===== config.mk =====
export PLATFORM = sky130hd
export DESIGN_NAME = muldiv_seq
export DESIGN_NICKNAME = d
export VERILOG_FILES = /design/src/rtl/muldiv_seq.sv
export SDC_FILE = /design/constraint.sdc
export NUM_CORES = 1
export LEC_CHECK = 0
export CAP_MARGIN = 25
export CORE_MARGIN = 2
export CORE_UTILIZATION = 25
export CTS_CLUSTER_DIAMETER = 30
export CTS_CLUSTER_SIZE = 28
export DETAILED_ROUTE_END_ITERATION = 8
export GPL_TIMING_DRIVEN = 0
export HOLD_SLACK_MARGIN = 0.02
export PLACE_DENSITY_LB_ADDON = 0.2
export SETUP_SLACK_MARGIN = 0.15
export SYNTH_ARGS = -nofsm -noshare
export SYNTH_HDL_FRONTEND = slang
export SYNTH_SLANG_ARGS = --single-unit
export TNS_END_PERCENT = 10

===== constraint.sdc =====
create_clock -name clk_i -period 6.25 [get_ports clk_i]
set_input_delay 1.25 -clock clk_i [delete_from_list [all_inputs] [get_ports clk_i]]
set_output_delay 1.25 -clock clk_i [all_outputs]
set_load 0.05 [all_outputs]

===== src/rtl/muldiv_seq.sv =====
// Iterative RV32M multiply/divide sequencer: shift-add multiply and restoring divide
// on operand magnitudes, followed by a one-cycle sign fix and a one-cycle done pulse.
module muldiv_seq #(
    parameter int XLEN = 32
) (
    input  logic            clk_i,
    input  logic            rst_ni,
    input  logic            start_i,
    input  logic [4:0]      aluctrl_i,
    input  logic [XLEN-1:0] op_a_i,
    input  logic [XLEN-1:0] op_b_i,
    input  logic            flush_i,
    output logic            busy_o,
    output logic            done_o,
    output logic [XLEN-1:0] result_o
);
    localparam int CNT_W = $clog2(XLEN) + 1;

    localparam logic [4:0] OP_MUL    = 5'd21;
    localparam logic [4:0] OP_MULH   = 5'd22;
    localparam logic [4:0] OP_MULHSU = 5'd23;
    localparam logic [4:0] OP_DIV    = 5'd25;
    localparam logic [4:0] OP_REM    = 5'd27;
    localparam logic [4:0] OP_REMU   = 5'd28;

    typedef enum logic [1:0] {IDLE, CALC, FIX, DONE} state_e;

    state_e            state_q, state_d;
    logic [CNT_W-1:0]  cnt_q, cnt_d;
    logic [2*XLEN-1:0] prod_q, prod_d;
    logic [XLEN-1:0]   rem_q, rem_d;
    logic [XLEN-1:0]   opnd_q, opnd_d;
    logic [XLEN-1:0]   result_q, result_d;
    logic              is_div_q, is_div_d;
    logic              is_rem_q, is_rem_d;
    logic              mul_hi_q, mul_hi_d;
    logic              neg_res_q, neg_res_d;
    logic              neg_a_q, neg_a_d;
    logic              special_q, special_d;

    logic              op_valid, op_is_div, op_is_rem, sgn_a, sgn_b;
    logic              a_neg, b_neg, div_zero, div_ovf, q_bit;
    logic [XLEN-1:0]   mag_a, mag_b, preset, quo_fix, rem_fix;
    logic [XLEN:0]     mul_sum, rem_shift, rem_diff;
    logic [2*XLEN-1:0] prod_neg;

    assign op_valid  = (aluctrl_i >= OP_MUL) && (aluctrl_i <= OP_REMU);
    assign op_is_div = (aluctrl_i >= OP_DIV) && (aluctrl_i <= OP_REMU);
    assign op_is_rem = (aluctrl_i == OP_REM) || (aluctrl_i == OP_REMU);
    assign sgn_a     = (aluctrl_i == OP_MUL) || (aluctrl_i == OP_MULH) || (aluctrl_i == OP_MULHSU)
                    || (aluctrl_i == OP_DIV) || (aluctrl_i == OP_REM);
    assign sgn_b     = (aluctrl_i == OP_MUL) || (aluctrl_i == OP_MULH)
                    || (aluctrl_i == OP_DIV) || (aluctrl_i == OP_REM);
    assign a_neg     = sgn_a & op_a_i[XLEN-1];
    assign b_neg     = sgn_b & op_b_i[XLEN-1];
    assign mag_a     = a_neg ? -op_a_i : op_a_i;
    assign mag_b     = b_neg ? -op_b_i : op_b_i;

    // Signed overflow only exists for DIV/REM, which are exactly the signed divide codes.
    assign div_zero  = op_is_div && (op_b_i == '0);
    assign div_ovf   = op_is_div && sgn_b && (op_a_i == {1'b1, {(XLEN-1){1'b0}}}) && (op_b_i == '1);
    assign preset    = div_zero ? (op_is_rem ? op_a_i : '1) : (op_is_rem ? '0 : op_a_i);

    assign mul_sum   = {1'b0, prod_q[2*XLEN-1:XLEN]} + (prod_q[0] ? {1'b0, opnd_q} : '0);
    assign rem_shift = {rem_q, prod_q[XLEN-1]};
    assign rem_diff  = rem_shift - {1'b0, opnd_q};
    assign q_bit     = ~rem_diff[XLEN];

    assign prod_neg  = -prod_q;
    assign quo_fix   = neg_res_q ? -prod_q[XLEN-1:0] : prod_q[XLEN-1:0];
    assign rem_fix   = neg_a_q ? -rem_q : rem_q;

    always_comb begin
        state_d   = state_q;
        cnt_d     = cnt_q;
        prod_d    = prod_q;
        rem_d     = rem_q;
        opnd_d    = opnd_q;
        result_d  = result_q;
        is_div_d  = is_div_q;
        is_rem_d  = is_rem_q;
        mul_hi_d  = mul_hi_q;
        neg_res_d = neg_res_q;
        neg_a_d   = neg_a_q;
        special_d = special_q;
        case (state_q)
            IDLE: begin
                if (start_i && !flush_i && op_valid) begin
                    is_div_d  = op_is_div;
                    is_rem_d  = op_is_rem;
                    mul_hi_d  = (aluctrl_i != OP_MUL);
                    neg_a_d   = a_neg;
                    neg_res_d = a_neg ^ b_neg;
                    rem_d     = '0;
                    cnt_d     = CNT_W'(XLEN);
                    if (div_zero || div_ovf) begin
                        special_d = 1'b1;
                        prod_d    = {{XLEN{1'b0}}, preset};
                        state_d   = FIX;
                    end else begin
                        special_d = 1'b0;
                        state_d   = CALC;
                        // Low half holds the multiplier or the dividend; opnd holds the addend or divisor.
                        if (op_is_div) begin
                            opnd_d = mag_b;
                            prod_d = {{XLEN{1'b0}}, mag_a};
                        end else begin
                            opnd_d = mag_a;
                            prod_d = {{XLEN{1'b0}}, mag_b};
                        end
                    end
                end
            end
            CALC: begin
                if (flush_i) begin
                    state_d = IDLE;
                end else begin
                    cnt_d = cnt_q - CNT_W'(1);
                    if (is_div_q) begin
                        rem_d  = q_bit ? rem_diff[XLEN-1:0] : rem_shift[XLEN-1:0];
                        prod_d = {prod_q[2*XLEN-1:XLEN], prod_q[XLEN-2:0], q_bit};
                    end else begin
                        prod_d = {mul_sum, prod_q[XLEN-1:1]};
                    end
                    if (cnt_q == CNT_W'(1)) begin
                        state_d = FIX;
                    end
                end
            end
            FIX: begin
                if (flush_i) begin
                    state_d = IDLE;
                end else begin
                    state_d = DONE;
                    if (special_q) begin
                        result_d = prod_q[XLEN-1:0];
                    end else if (is_rem_q) begin
                        result_d = rem_fix;
                    end else if (is_div_q) begin
                        result_d = quo_fix;
                    end else if (mul_hi_q) begin
                        result_d = neg_res_q ? prod_neg[2*XLEN-1:XLEN] : prod_q[2*XLEN-1:XLEN];
                    end else begin
                        result_d = neg_res_q ? prod_neg[XLEN-1:0] : prod_q[XLEN-1:0];
                    end
                end
            end
            DONE: begin
                state_d = IDLE;
            end
            default: begin
                state_d = IDLE;
            end
        endcase
    end

    always_ff @(posedge clk_i or negedge rst_ni) begin
        if (!rst_ni) begin
            state_q   <= IDLE;
            cnt_q     <= '0;
            prod_q    <= '0;
            rem_q     <= '0;
            opnd_q    <= '0;
            result_q  <= '0;
            is_div_q  <= 1'b0;
            is_rem_q  <= 1'b0;
            mul_hi_q  <= 1'b0;
            neg_res_q <= 1'b0;
            neg_a_q   <= 1'b0;
            special_q <= 1'b0;
        end else begin
            state_q   <= state_d;
            cnt_q     <= cnt_d;
            prod_q    <= prod_d;
            rem_q     <= rem_d;
            opnd_q    <= opnd_d;
            result_q  <= result_d;
            is_div_q  <= is_div_d;
            is_rem_q  <= is_rem_d;
            mul_hi_q  <= mul_hi_d;
            neg_res_q <= neg_res_d;
            neg_a_q   <= neg_a_d;
            special_q <= special_d;
        end
    end

    assign busy_o   = (state_q != IDLE);
    assign done_o   = (state_q == DONE);
    assign result_o = result_q;

endmodule


; Yosys cells after proc, flatten, opt, wreduce, memory -nomap -nowiden
; Cells that the tools add are included.
[totals]
register_bits = 174
in_bits = 73
out_inout_bits = 34
wordCells = 112
[op_classes]
add_sub_neg = 8
order_cmp = 3
n_eq_ne = 18
n_mux = 36
n_bitwise = 6
reduce_logical = 28
[op_table]
columns = cell, count
row1 = 32-bit 2-to-1 mux, 21
row2 = 64-bit 2-to-1 mux, 3
row3 = 32-bit negator, 4
row4 = 64-bit case mux with 2 select lines, 1
row5 = "32-bit equality test, second input constant", 2
row6 = 64-bit negator, 1
row7 = 32-bit case mux with 2 select lines, 1
row8 = 32-bit by 32-bit adder with 33-bit output, 1
row9 = 33-bit by 32-bit subtractor with 33-bit output, 1
row10 = 32-bit zero test, 1
row11 = "5-bit equality test, second input constant", 6
row12 = 6-bit 2-to-1 mux, 2
row13 = 6-bit case mux with 2 select lines, 1
row14 = "5-bit >= comparator, second input constant", 2
row15 = 2-bit 2-to-1 mux, 5
row16 = 1-bit logical AND, 8
row17 = 1-bit logical OR, 8
row18 = "2-bit != test, second input constant", 4
row19 = 2-bit case mux with 4 select lines, 1
row20 = 4-bit AND reduction, 2
row21 = "6-bit by 1-bit equality test with 1-bit output, second input constant", 1
row22 = 2-bit AND reduction, 3
row23 = 3-bit AND reduction, 2
row24 = "6-bit by 1-bit subtractor with 6-bit output, second input constant", 1
row25 = other kinds (12), 17

; Depth between registers and ports, before layout
[logic_depth]
word_depth = 11
mapped_depth = 14
depth_no_buf = 13

; Worst setup path after synthesis
; Ideal clock, no wire load.
[synth_path]
kind = input port to flip-flop
from = input port op_a_i[5]
to = register opnd_q[12]
setup_ns = 0.118
arrival_ns = 4.131
t_required_ns = 6.132
path_slack_ns = 2.001
stages = 10
n_path_buf = 1
path_cell_list = or4_1 -> or4_1 -> or3_1 -> or2_2 -> nor4_2 -> nor2_1 -> nand2_1 -> buf_2 -> a211oi_1 -> a21o_1
[synth_via]
elab_chain_len = 6
word_cells_on_any_way = 9
cone_classes = add/sub (1) / eq/ne (1) / mux (2) / bitwise (1) / reduce/logical (4)
[synth_lines]
columns = element, line_no
row1 = from (decl), 10  ; input logic [XLEN-1:0] op_a_i,
row2 = "parallel branches: the longest is 6 deep, another holds 32-bit negator", n/a
row3 = to (signal assigned), 176  ; opnd_q <= opnd_d;
row4 = to (decl), 32  ; logic [XLEN-1:0] opnd_q, opnd_d;
; Parallel ways; which one is timed is not known.
; A chain may end at the register's enable or synchronous reset.

; Worst setup path in the final report
[layout_path]
from = register prod_q[31]
to = register rem_q[27]
[layout_via]
elab_chain_len = 5
[layout_lines]
columns = element, line_no
row1 = from (decl), 30  ; logic [2*XLEN-1:0] prod_q, prod_d;
row2 = from (signal assigned), 174  ; prod_q <= prod_d;
row3 = 33-bit by 32-bit subtractor with 33-bit output, 66  ; assign rem_diff = rem_shift - {1'b0, opnd_q};
row4 = 32-bit 2-to-1 mux, 120  ; rem_d = q_bit ? rem_diff[XLEN-1:0] : rem_shift[XLEN-1:0];
row5 = 32-bit 2-to-1 mux, 119  ; if (is_div_q) begin
row6 = 32-bit 2-to-1 mux, 115  ; if (flush_i) begin
row7 = 32-bit case mux with 2 select lines, 86  ; case (state_q)
row8 = to (signal assigned), 175  ; rem_q <= rem_d;
row9 = to (decl), 31  ; logic [XLEN-1:0] rem_q, rem_d;
; Every way passes these cells. The select of a mux whose other input is x is not followed.

==> results.yml <==
floorplanning:
  die_h_um: 258
  die_area_sq_um: 66300
  start_util_pct: 25.4
  core_sq_um: 63300
  io_pins: 107
  die_x_um: 258
  fp-row-count: 92
final_layout:
  fin_cells: 3082
  diodes: 0
  final_util_pct: 29.8
  final-seq-area_sq_um: 4350
  fill_cells: 6902
  fin_area_sq_um: 18900
  multi_input_area_sq_um: 10900
  nets: 2369
  synthToLayoutAreaGrowth_pct: 17.4
  drive_gt1_share_pct: 3.58
timing:
  max_slew_margin_pct: 34.4
  fin_worst_skew_ps: 17.3
  max_freq_mhz: 180
  fin_crit_ps: 5550
  tns_ps: 0
  final.period_utilization_pct: 88.8
  final_max_slew_viol_count: 0
  setup_viol: 0
  worst_pin_slew_ps: 971
  hold_viol: 0
  timing.final.ws_setup_ps: 699
  rsz0062_at_grt: "no"
global_route:
  grt_pass1_wl_um: 105000
  grt_max_degree: 103
  grt_use_total_pct: 21.0
  antenna_found_initial: 0
  overflow: 0
  grt_pass1_vias: 16200
cts:
  cts_tree: "done"
  cts.sinks: 174
  ctsResizeCount: 0
  clock_path_buffers: 2
  holdBufCountCts: 0
  path_clk_slew_ps: 80
  clockRootBuffer: "clkbuf_16"
  cts_buffers: 17
  clk-insertion-delay-late_ps: 510
  ctsHtreeMaxLevel: 4
  post-cts-setup-buffers: 0
pwr:
  p_per_area_nw_per_um2: 341
  p_leak_nw: 7.40
  max-vdd-ir-drop_uv: 256
hold_path:
  hold_path_end: "result_o[19]"
  min-delay-start: "result_o[19]"
  min-delay-path-class: "reg2reg"
  worstHoldPathCells: 2
flow_run:
  max_cap_viol_count: 0
place:
  dp.cells: 3049
  place_hpwl_um: 56800
  gp_congestion: 0.951
  placedInstanceArea_sq_um: 18200
  numPortBuffers: 103
  place_ws_ps: 483
status:
  status: "complete, no violations"
setup_path:
  r2r-end: "rem_q[27]"
  crit_arrival_ps: 5960
  r2r-start: "prod_q[31]"
  ff2ff_setup_slack_ps: 700
  start_kind: "flop"
  worstPathMaxFanout: 10
  critPathRequiredTime_ps: 6660
  cp_slowest_cell: "o41ai_1"
  path_cells: "inv_1 -> ha_1 -> fa_1 -> nand2b_1 -> a21oi_1 -> o41ai_1 -> o21ai_0 -> a31oi_1 -> o221ai_1 -> nor2_1 -> buf_2 -> clkbuf_1 -> o21ai_0 -> o221ai_1"
  crit_path_end_kind: "flop"
  path_class: "reg2reg"
  reg2regPathDepth: 14
  critPathMaxStageDelay_ps: 860
yosys:
  netlist_instances: 2098
  yosys-top-cells-area: "dfrtp_1 (27%), o21ai_0 (7.5%), nand2_1 (5.7%), ha_1 (5.5%), xnor2_1 (5.4%)"
  yosys.area.top_type_share_pct: 27.1
  synth_top_area_cell: "dfrtp_1"
  synth-seq-cells: 174
  synthArstFlopShare_pct: 100
  yosysWarnings: 0
  synth_flop_cell: "dfrtp_1"
  synth.avg_cell_area_sq_um: 7.66
  synth_edf_count: 0
  synth_cell_type_count: 71
  netlist_area_sq_um: 16100
  syn-num-nets: 2244
  yosysSeqAreaShare_pct: 27.1
detailed_routing:
  dr.first_iter.drc_count: 1446
  drtAntennaViolNets: 0
  firstDrtPassIters: 5
  wl_um: 70400
  vias: 16800
  avgRoutedWirePerCell_um: 22.8
  vias_per_cell: 5.45
  drc: 0
-- logic make-up (layout without fill, tap and decap cells) --
kind of cell               after synthesis  count (layout)  share of synthesized area, %
AOI/OAI and AO/OA                      669             669                          26.1
buffers and inverters                  206             344                          5.01
xor gates and xnor gates               189             189                          10.3
DFF                                    174             174                          27.1
and+or+nand+nor                        708             708                          20.8
adders and majority gates               73              73                          5.78
muxes                                   79              79                          4.95
-- layout by cell type (no fill, tap or decap), drive strengths merged, types with 44 or more instances in the layout --
master and n:
nand3 62, inv 74, clkbuf 134, xnor2 99, ha 71, a21oi 146, xor2 90, nor3 44
o31ai 51, o21ai 243, mux2i 75, clkdlybuf4s50 102, dfrtp 174, nand2 245, nor2 169
-- synth_stat cells (6+ instances only) --
master	number
a21o_1	27
o21ai_0	242
nand4_1	23
clkbuf_1	116
a211o_1	9
o31ai_1	50
nor2_1	169
xor2_1	90
or4_1	20
a22oi_1	22
a22o_1	6
and2_1	7
nor3_1	44
xnor2_1	99
and3_1	15
nand3_1	62
nand3b_1	6
o41ai_1	24
or3_1	32
nor4_1	17
nand2b_1	27
mux2i_1	75
o21a_1	10
a31oi_1	14
inv_1	67
o22ai_1	13
or2_2	13
nor2b_1	14
buf_2	9
a221o_1	9
dfrtp_1	174
buf_1	10
nand2_1	245
o21bai_1	7
o221ai_1	14
ha_1	71
a21oi_1	146
a221oi_1	14
a211oi_1	18
o211ai_1	7
-- how the worst max path moves through the flow --
stage / startpoint / slack [ps] / to / cells past startpoint
global placement: rst_ni / -4190 / cnt_q[0] / 1
detailed placement: op_b_i[3] / 480 / prod_q[8] / 10
finish: prod_q[31] / 700 / rem_q[27] / 14
floorplan: op_a_i[5] / 2000 / opnd_q[12] / 10
CTS: prod_q[31] / 730 / rem_q[27] / 14
global route: prod_q[31] / 270 / rem_q[27] / 14
-- state kept, by name, summed over array words and instances, names as in the netlist --
signal	count
prod_q	64
opnd_q	32
rem_q	32
result_o	32
cnt_q	6
state_q	2
is_div_q	1
is_rem_q	1
mul_hi_q	1
neg_a_q	1
neg_res_q	1
special_q	1
-- routing by layer --
metal	track usage [%]	vias up	wire [um]
met1	28.3	8221	31800
li1	-	7868	-
met3	3.46	100	4040
met2	32.8	610	31400
met5	0	-	0
met4	9.91	0	3160
-- worst max-delay path: cells and delay by family (launching register included) --
kind / cells / cell delay, ps
flip-flops: 1 / 560
buffers and inverters: 3 / 1260
adder cells (fa/ha/maj): 2 / 430
AND/OR/NAND/NOR: 2 / 420
AO/OA/AOI/OAI: 7 / 2760
-- stage by stage --
step                hold slack [ps]  power (mW)
detailed placement              472        5.19
finish                          485        6.43
global placement                462        5.17
global route                    505        6.87
floorplan                       450        3.99
CTS                             490        6.41
-- power by group --
part | leakage, nW | switching (mW) | internal [mW]
Clock | 0.309 | 0.626 | 0.559
Combinational | 4.84 | 2.16 | 1.18
Sequential | 2.25 | 0.463 | 1.44
Total | 7.40 | 3.25 | 3.18
-- layout make-up --
| type | count | area share [%] |
|---|---|---|
| multi-input combinational | 1718 | 57.9 |
| clock inverter | 15 | 1.19 |
| tap | 846 | 5.61 |
| sequential | 174 | 23.1 |
| timing repair buffer | 106 | 5.71 |
| clock buffer | 17 | 2.26 |
| buffer | 139 | 2.93 |
| inverter | 67 | 1.33 |
Note: power is estimated with default switching activity, not from simulation.
